<file path="src/rtl/mips_fetch_queue.sv">
// Instruction-fetch front end: owns the PC, issues one imem request at a time,
// and buffers fetched {pc, instruction} pairs in a DEPTH-entry circular queue.
// Redirects flush the queue and drop any in-flight response; halt is sticky
// until reset.
module mips_fetch_queue #(
  parameter int          DEPTH    = 4,
  parameter logic [31:0] RESET_PC = 32'h0000_0000
) (
  input  logic                       clk,
  input  logic                       rst_b,
  output logic                       imem_req,
  output logic [31:0]                imem_addr,
  input  logic                       imem_ready,
  input  logic [31:0]                imem_data,
  input  logic                       redirect_valid,
  input  logic [31:0]                redirect_pc,
  input  logic                       halt,
  input  logic                       deq_ready,
  output logic                       inst_valid,
  output logic [31:0]                inst,
  output logic [31:0]                inst_pc,
  output logic [$clog2(DEPTH+1)-1:0] count,
  output logic                       halted
);

  localparam int PW = $clog2(DEPTH);
  localparam int CW = $clog2(DEPTH+1);
  localparam logic [CW-1:0] DEPTH_C = CW'(DEPTH);

  typedef enum logic [1:0] {
    IDLE   = 2'd0,
    REQ    = 2'd1,
    HALTED = 2'd2
  } state_t;

  state_t        state_r, state_s;
  logic [31:0]   fetch_pc_r, fetch_pc_s;
  logic [31:0]   req_addr_r, req_addr_s;
  logic          req_r, req_s;
  logic          drop_r, drop_s;
  logic          halted_r, halted_s;
  logic [PW-1:0] head_r, head_s;
  logic [PW-1:0] tail_r, tail_s;
  logic [CW-1:0] count_r, count_s;
  logic [31:0]   pc_mem_r   [DEPTH];
  logic [31:0]   inst_mem_r [DEPTH];

  logic          redir_s;
  logic          resp_s;
  logic          enq_s;
  logic          deq_s;
  logic          flush_s;
  logic          busy_after_s;
  logic          start_ok_s;
  logic [31:0]   fetch_base_s;
  logic          unused_pc_bits_s;

  // Low address bits of a redirect target are always forced to zero.
  assign unused_pc_bits_s = ^redirect_pc[1:0];

  // Queue head drives decode directly; empty queue presents zeros.
  assign inst_valid = (count_r != {CW{1'b0}});
  assign inst       = inst_valid ? inst_mem_r[head_r] : 32'h0000_0000;
  assign inst_pc    = inst_valid ? pc_mem_r[head_r]   : 32'h0000_0000;
  assign count      = count_r;
  assign halted     = halted_r;
  assign imem_req   = req_r;
  assign imem_addr  = req_addr_r;

  // Next-state for FSM, PC, drop flag, queue pointers and occupancy.
  always_comb begin
    state_s    = state_r;
    fetch_pc_s = fetch_pc_r;
    req_addr_s = req_addr_r;
    req_s      = req_r;
    drop_s     = drop_r;
    halted_s   = halted_r;
    head_s     = head_r;
    tail_s     = tail_r;
    count_s    = count_r;

    // Halt outranks redirect; once halted, redirects are ignored.
    redir_s = redirect_valid && !halted_r && !halt;
    resp_s  = (state_r == REQ) && imem_ready;
    deq_s   = inst_valid && deq_ready;
    enq_s   = resp_s && !drop_r && !redir_s && !halt && !halted_r;
    flush_s = halt || redir_s;

    if (halt) begin
      halted_s = 1'b1;
    end else begin
      halted_s = halted_r;
    end

    if (redir_s) begin
      fetch_base_s = {redirect_pc[31:2], 2'b00};
    end else begin
      fetch_base_s = fetch_pc_r;
    end
    fetch_pc_s = fetch_base_s;

    // Occupancy and pointers; a flush empties the queue outright.
    if (flush_s) begin
      count_s = {CW{1'b0}};
      head_s  = {PW{1'b0}};
      tail_s  = {PW{1'b0}};
    end else begin
      if (enq_s && !deq_s) begin
        count_s = count_r + CW'(1);
      end else if (deq_s && !enq_s) begin
        count_s = count_r - CW'(1);
      end else begin
        count_s = count_r;
      end
      head_s = deq_s ? (head_r + PW'(1)) : head_r;
      tail_s = enq_s ? (tail_r + PW'(1)) : tail_r;
    end

    // A response still owed after a redirect/halt must be thrown away.
    if ((state_r == REQ) && !imem_ready && (redir_s || halt)) begin
      drop_s = 1'b1;
    end else if (resp_s) begin
      drop_s = 1'b0;
    end else begin
      drop_s = drop_r;
    end

    busy_after_s = (state_r == REQ) && !imem_ready;
    start_ok_s   = !halted_s && !busy_after_s && (state_r != HALTED) &&
                   (count_s < DEPTH_C);

    case (state_r)
      IDLE: begin
        if (halted_s) begin
          state_s = HALTED;
          req_s   = 1'b0;
        end else if (start_ok_s) begin
          state_s    = REQ;
          req_s      = 1'b1;
          req_addr_s = fetch_base_s;
          fetch_pc_s = fetch_base_s + 32'd4;
        end else begin
          state_s = IDLE;
          req_s   = 1'b0;
        end
      end
      REQ: begin
        if (!imem_ready) begin
          state_s = REQ;
          req_s   = 1'b1;
        end else if (halted_s) begin
          state_s = HALTED;
          req_s   = 1'b0;
        end else if (start_ok_s) begin
          state_s    = REQ;
          req_s      = 1'b1;
          req_addr_s = fetch_base_s;
          fetch_pc_s = fetch_base_s + 32'd4;
        end else begin
          state_s = IDLE;
          req_s   = 1'b0;
        end
      end
      HALTED: begin
        state_s = HALTED;
        req_s   = 1'b0;
      end
      default: begin
        state_s = IDLE;
        req_s   = 1'b0;
      end
    endcase
  end

  // Control and pointer registers.
  always_ff @(posedge clk or posedge rst_b) begin
    if (rst_b) begin
      state_r    <= IDLE;
      fetch_pc_r <= RESET_PC;
      req_addr_r <= RESET_PC;
      req_r      <= 1'b0;
      drop_r     <= 1'b0;
      halted_r   <= 1'b0;
      head_r     <= {PW{1'b0}};
      tail_r     <= {PW{1'b0}};
      count_r    <= {CW{1'b0}};
    end else begin
      state_r    <= state_s;
      fetch_pc_r <= fetch_pc_s;
      req_addr_r <= req_addr_s;
      req_r      <= req_s;
      drop_r     <= drop_s;
      halted_r   <= halted_s;
      head_r     <= head_s;
      tail_r     <= tail_s;
      count_r    <= count_s;
    end
  end

  // Queue storage: write the accepted response at the tail slot.
  always_ff @(posedge clk or posedge rst_b) begin
    if (rst_b) begin
      for (int i = 0; i < DEPTH; i++) begin
        pc_mem_r[i]   <= 32'h0000_0000;
        inst_mem_r[i] <= 32'h0000_0000;
      end
    end else if (enq_s) begin
      pc_mem_r[tail_r]   <= req_addr_r;
      inst_mem_r[tail_r] <= imem_data;
    end
  end

endmodule

</file>
<file path="config.mk">
export PLATFORM = sky130hd
export DESIGN_NAME = mips_fetch_queue
export DESIGN_NICKNAME = d
export VERILOG_FILES = /design/src/rtl/mips_fetch_queue.sv
export SDC_FILE = /design/constraint.sdc
export NUM_CORES = 1
export LEC_CHECK = 0
export CORE_ASPECT_RATIO = 0.5
export CORE_MARGIN = 8
export CORE_UTILIZATION = 55
export CTS_BUF_LIST = sky130_fd_sc_hd__clkbuf_2 sky130_fd_sc_hd__clkbuf_4 sky130_fd_sc_hd__clkbuf_8
export DETAILED_ROUTE_END_ITERATION = 7
export PLACE_DENSITY = 0.78
export SLEW_MARGIN = 15
export SYNTH_ARGS = -nofsm -noshare
export SYNTH_HDL_FRONTEND = slang
export SYNTH_SLANG_ARGS = --single-unit
</file>
<file path="constraint.sdc">
create_clock -name clk -period 31.8 [get_ports clk]
set_clock_uncertainty 0.05 [all_clocks]
set_input_delay 6.36 -clock clk [delete_from_list [all_inputs] [get_ports clk]]
set_output_delay 6.36 -clock clk [all_outputs]
set_load 0.005 [all_outputs]
</file>
==> impl_metrics.json <==
{
  "status": "finished clean",
  "drtIter0Drc": 687,
  "gp_congestion": 0.864,
  "ir_worst_vdd_mv": 0.0316,
  "rrSetupSlack_ps": 28300,
  "cp-start-kind": "flip-flop",
  "power_uw": 936,
  "crit_required_ps": 25390,
  "post_cts_buffers": 0,
  "nets": 1348,
  "ys_ff_latch": 332,
  "synth-edff-count": 0,
  "endpoint_kind": "output port",
  "fmax_ghz": 0.101,
  "boundaryPins": 172,
  "antenna_found_initial": 0,
  "dieArea_um2": 33800,
  "finalHoldViolations": 0,
  "track_usage": 0.213,
  "rsz0062_at_grt": "false",
  "clk_latency_ps": 570,
  "fp.coreArea_um2": 27500,
  "drc": 0,
  "die_x_um": 252,
  "postSynthNetCount": 1186,
  "setup_viol": 0,
  "dr.pass1.iters": 5,
  "synth_ff_type": "dfrtp_1",
  "dp_hpwl_um": 22900,
  "first_global_vias": 10631,
  "stdcell_count": 1685,
  "avgViaCountPerCell": 5.79,
  "grt_max_degree": 221,
  "leakage_nw": 8.58,
  "cts_buffer_depth": 3,
  "nFillCells": 1996,
  "drive_gt1_frac": 0.335,
  "area_growth_pct": 20.0,
  "h-tree-depth": 2,
  "routed_wl_um": 35900,
  "cts_root_buffer": "clkbuf_8",
  "hold_buffers": 0,
  "clock_sinks": 332,
  "min_to": "fetch_pc_r[0]",
  "overflow": 0,
  "vias": 9755,
  "ctsResizeCount": 0,
  "hold_path_class": "reg -> reg",
  "netlist_area_um2": 15300,
  "yosysWarnings": 0,
  "slew_viol_final": 0,
  "port_buffers": 169,
  "placementRows": 43,
  "powerDensity_nw_per_um2": 50.9,
  "r2r_cells": 9,
  "cts_tree": "built",
  "syn_avg_cell_area_um2": 13.8,
  "synth_seq_area_share": 0.542,
  "critical_path.max_fanout": 38,
  "final_antenna_net_count": 0,
  "slew_headroom": 0.262,
  "worstSetupPathType": "reg -> out",
  "async_flop_share": 1.00,
  "place_inst": 1603,
  "period_share": 0.311,
  "post-route-util": 0.667,
  "whs_path_depth": 1,
  "yosysUniqueCellTypes": 51,
  "r2r-end": "fetch_pc_r[24]",
  "final.setup.tns_ps": 0,
  "fin_crit_ps": 9890,
  "die_h_um": 134,
  "worstReg2RegStart": "count[0]",
  "cap_violations": 0,
  "post_drt_wl_per_cell_um": 21.3,
  "antennaDiodeCount": 0,
  "start_util": 0.556,
  "cts-buffers-inserted": 46,
  "arrival_ps": 3480,
  "netlist_instances": 1108,
  "grt_pass1_wl_um": 58300,
  "hold_start": "fetch_pc_r[0]",
  "tightest_slew_ps": 1110,
  "clkTransAtPathRegs_ps": 70
}
[cell usage in the layout (no fill, tap or decap), drive strengths merged, types with 6 or more instances in the layout]
| cell | Yosys | final |
|---|---|---|
| and2 | 68 | 68 |
| nand3 | 28 | 28 |
| dfrtp | 332 | 332 |
| mux2 | 261 | 261 |
| clkdlybuf4s50 | 0 | 169 |
| a21oi | 6 | 6 |
| nor4 | 10 | 10 |
| mux4 | 64 | 64 |
| xnor2 | 25 | 25 |
| a31oi | 7 | 7 |
| nor2 | 22 | 22 |
| o21ai | 26 | 26 |
| xor2 | 8 | 8 |
| nor3 | 15 | 15 |
| mux2i | 23 | 23 |
| inv | 11 | 11 |
| ha | 8 | 8 |
| clkbuf | 45 | 78 |
| nand4 | 15 | 15 |
| buf | 19 | 9 |
| nand2 | 78 | 78 |
[power breakdown]
group	total, mW	internal, mW	switching [mW]
Combinational	0.130	0.0550	0.0746
Clock	0.351	0.195	0.156
Sequential	0.455	0.432	0.0239
Total	0.936	0.681	0.255
[layout make-up]
cell class                      instances  area (um^2)  area share
Multi-Input combinational cell        701         6760       0.368
Clock inverter                          3         42.5     0.00231
Sequential cell                       332         8310       0.452
Clock buffer                           78          948      0.0516
Timing Repair Buffer                  178         1790      0.0975
Tap cell                              382          478      0.0260
Inverter                               11         48.8     0.00265
[metal layers]
layer | track usage | part of all wire | vias to the layer above | wire [um]
met3 | 0.0377 | 0.041 | 59 | 1470
li1 | - | - | 4346 | -
met5 | 0 | 0 | - | 0
met2 | 0.374 | 0.51 | 217 | 18300
met1 | 0.272 | 0.43 | 5133 | 15300
met4 | 0.0602 | 0.021 | 0 | 742
[sequential cells by signal, summed over array words and instances (netlist names)]
| name | flops |
|---|---|
| count | 3 |
| fetch_pc_r | 32 |
| tail_r | 2 |
| halted | 1 |
| inst_mem_r | 128 |
| pc_mem_r | 128 |
| imem_addr | 32 |
| drop_r | 1 |
| head_r | 2 |
| state_r | 2 |
| imem_req | 1 |
[critical path: stages, from the launching register on]
cell and delay (ps):
dfrtp_4 840, buf_4 750, mux4_2 590, and2_1 200, clkdlybuf4s50_1 450
[stage by stage]
step           setup slack [ps]  hold slack (ps)  instance area, um^2
2_1_floorplan             16190              394                15300
6_report                  21910              425                18400
3_3_place_gp              22000              411                17400
3_5_place_dp              21980              413                17400
4_1_cts                   21750              428                18400
5_1_grt                   21630              453                18400
[how the worst max path moves through the flow]
stage                   start              to  slack (ps)  cells past startpoint
floorplan               rst_b        count[0]       16190                      1
global placement         halt  fetch_pc_r[30]       22000                     11
detailed placement       halt  fetch_pc_r[30]       21980                     11
CTS                 head_r[0]     inst_pc[20]       21750                      4
global route        head_r[0]     inst_pc[20]       21630                      4
finish              head_r[0]     inst_pc[13]       21910                      4
[Yosys cell counts, drive strengths merged (2+ instances only)]
library cell	n	share of area
inv	11	0.0027
xor2	8	0.0046
nand2	78	0.019
ha	8	0.0065
nand3	28	0.0091
clkbuf	45	0.011
nor2	22	0.0054
mux2i	23	0.015
a211oi	3	0.0021
and2	68	0.028
o22ai	2	0.00082
mux4	64	0.094
nand4	15	0.0061
buf	19	0.0057
xnor2	25	0.014
nand2b	3	0.0012
or3	2	0.0011
a2111o	2	0.0015
a21oi	6	0.0022
nor4b	4	0.0023
o2111ai	3	0.0017
and3	3	0.0012
mux2	261	0.19
o21ai	26	0.0085
nor3	15	0.0052
a21o	2	0.0011
dfrtp	332	0.54
nor4	10	0.0045
a31oi	7	0.0029
[logic make-up after synthesis]
kind of cell,share of synthesized area
AO/OA/AOI/OAI,0.0252
XOR/XNOR,0.0189
adder cells (fa/ha/maj),0.00653
flip-flops,0.542
buffers and inverters,0.0194
multiplexers,0.301
AND/OR/NAND/NOR,0.0867
No activity file was read; power rests on OpenSTA's default activity.
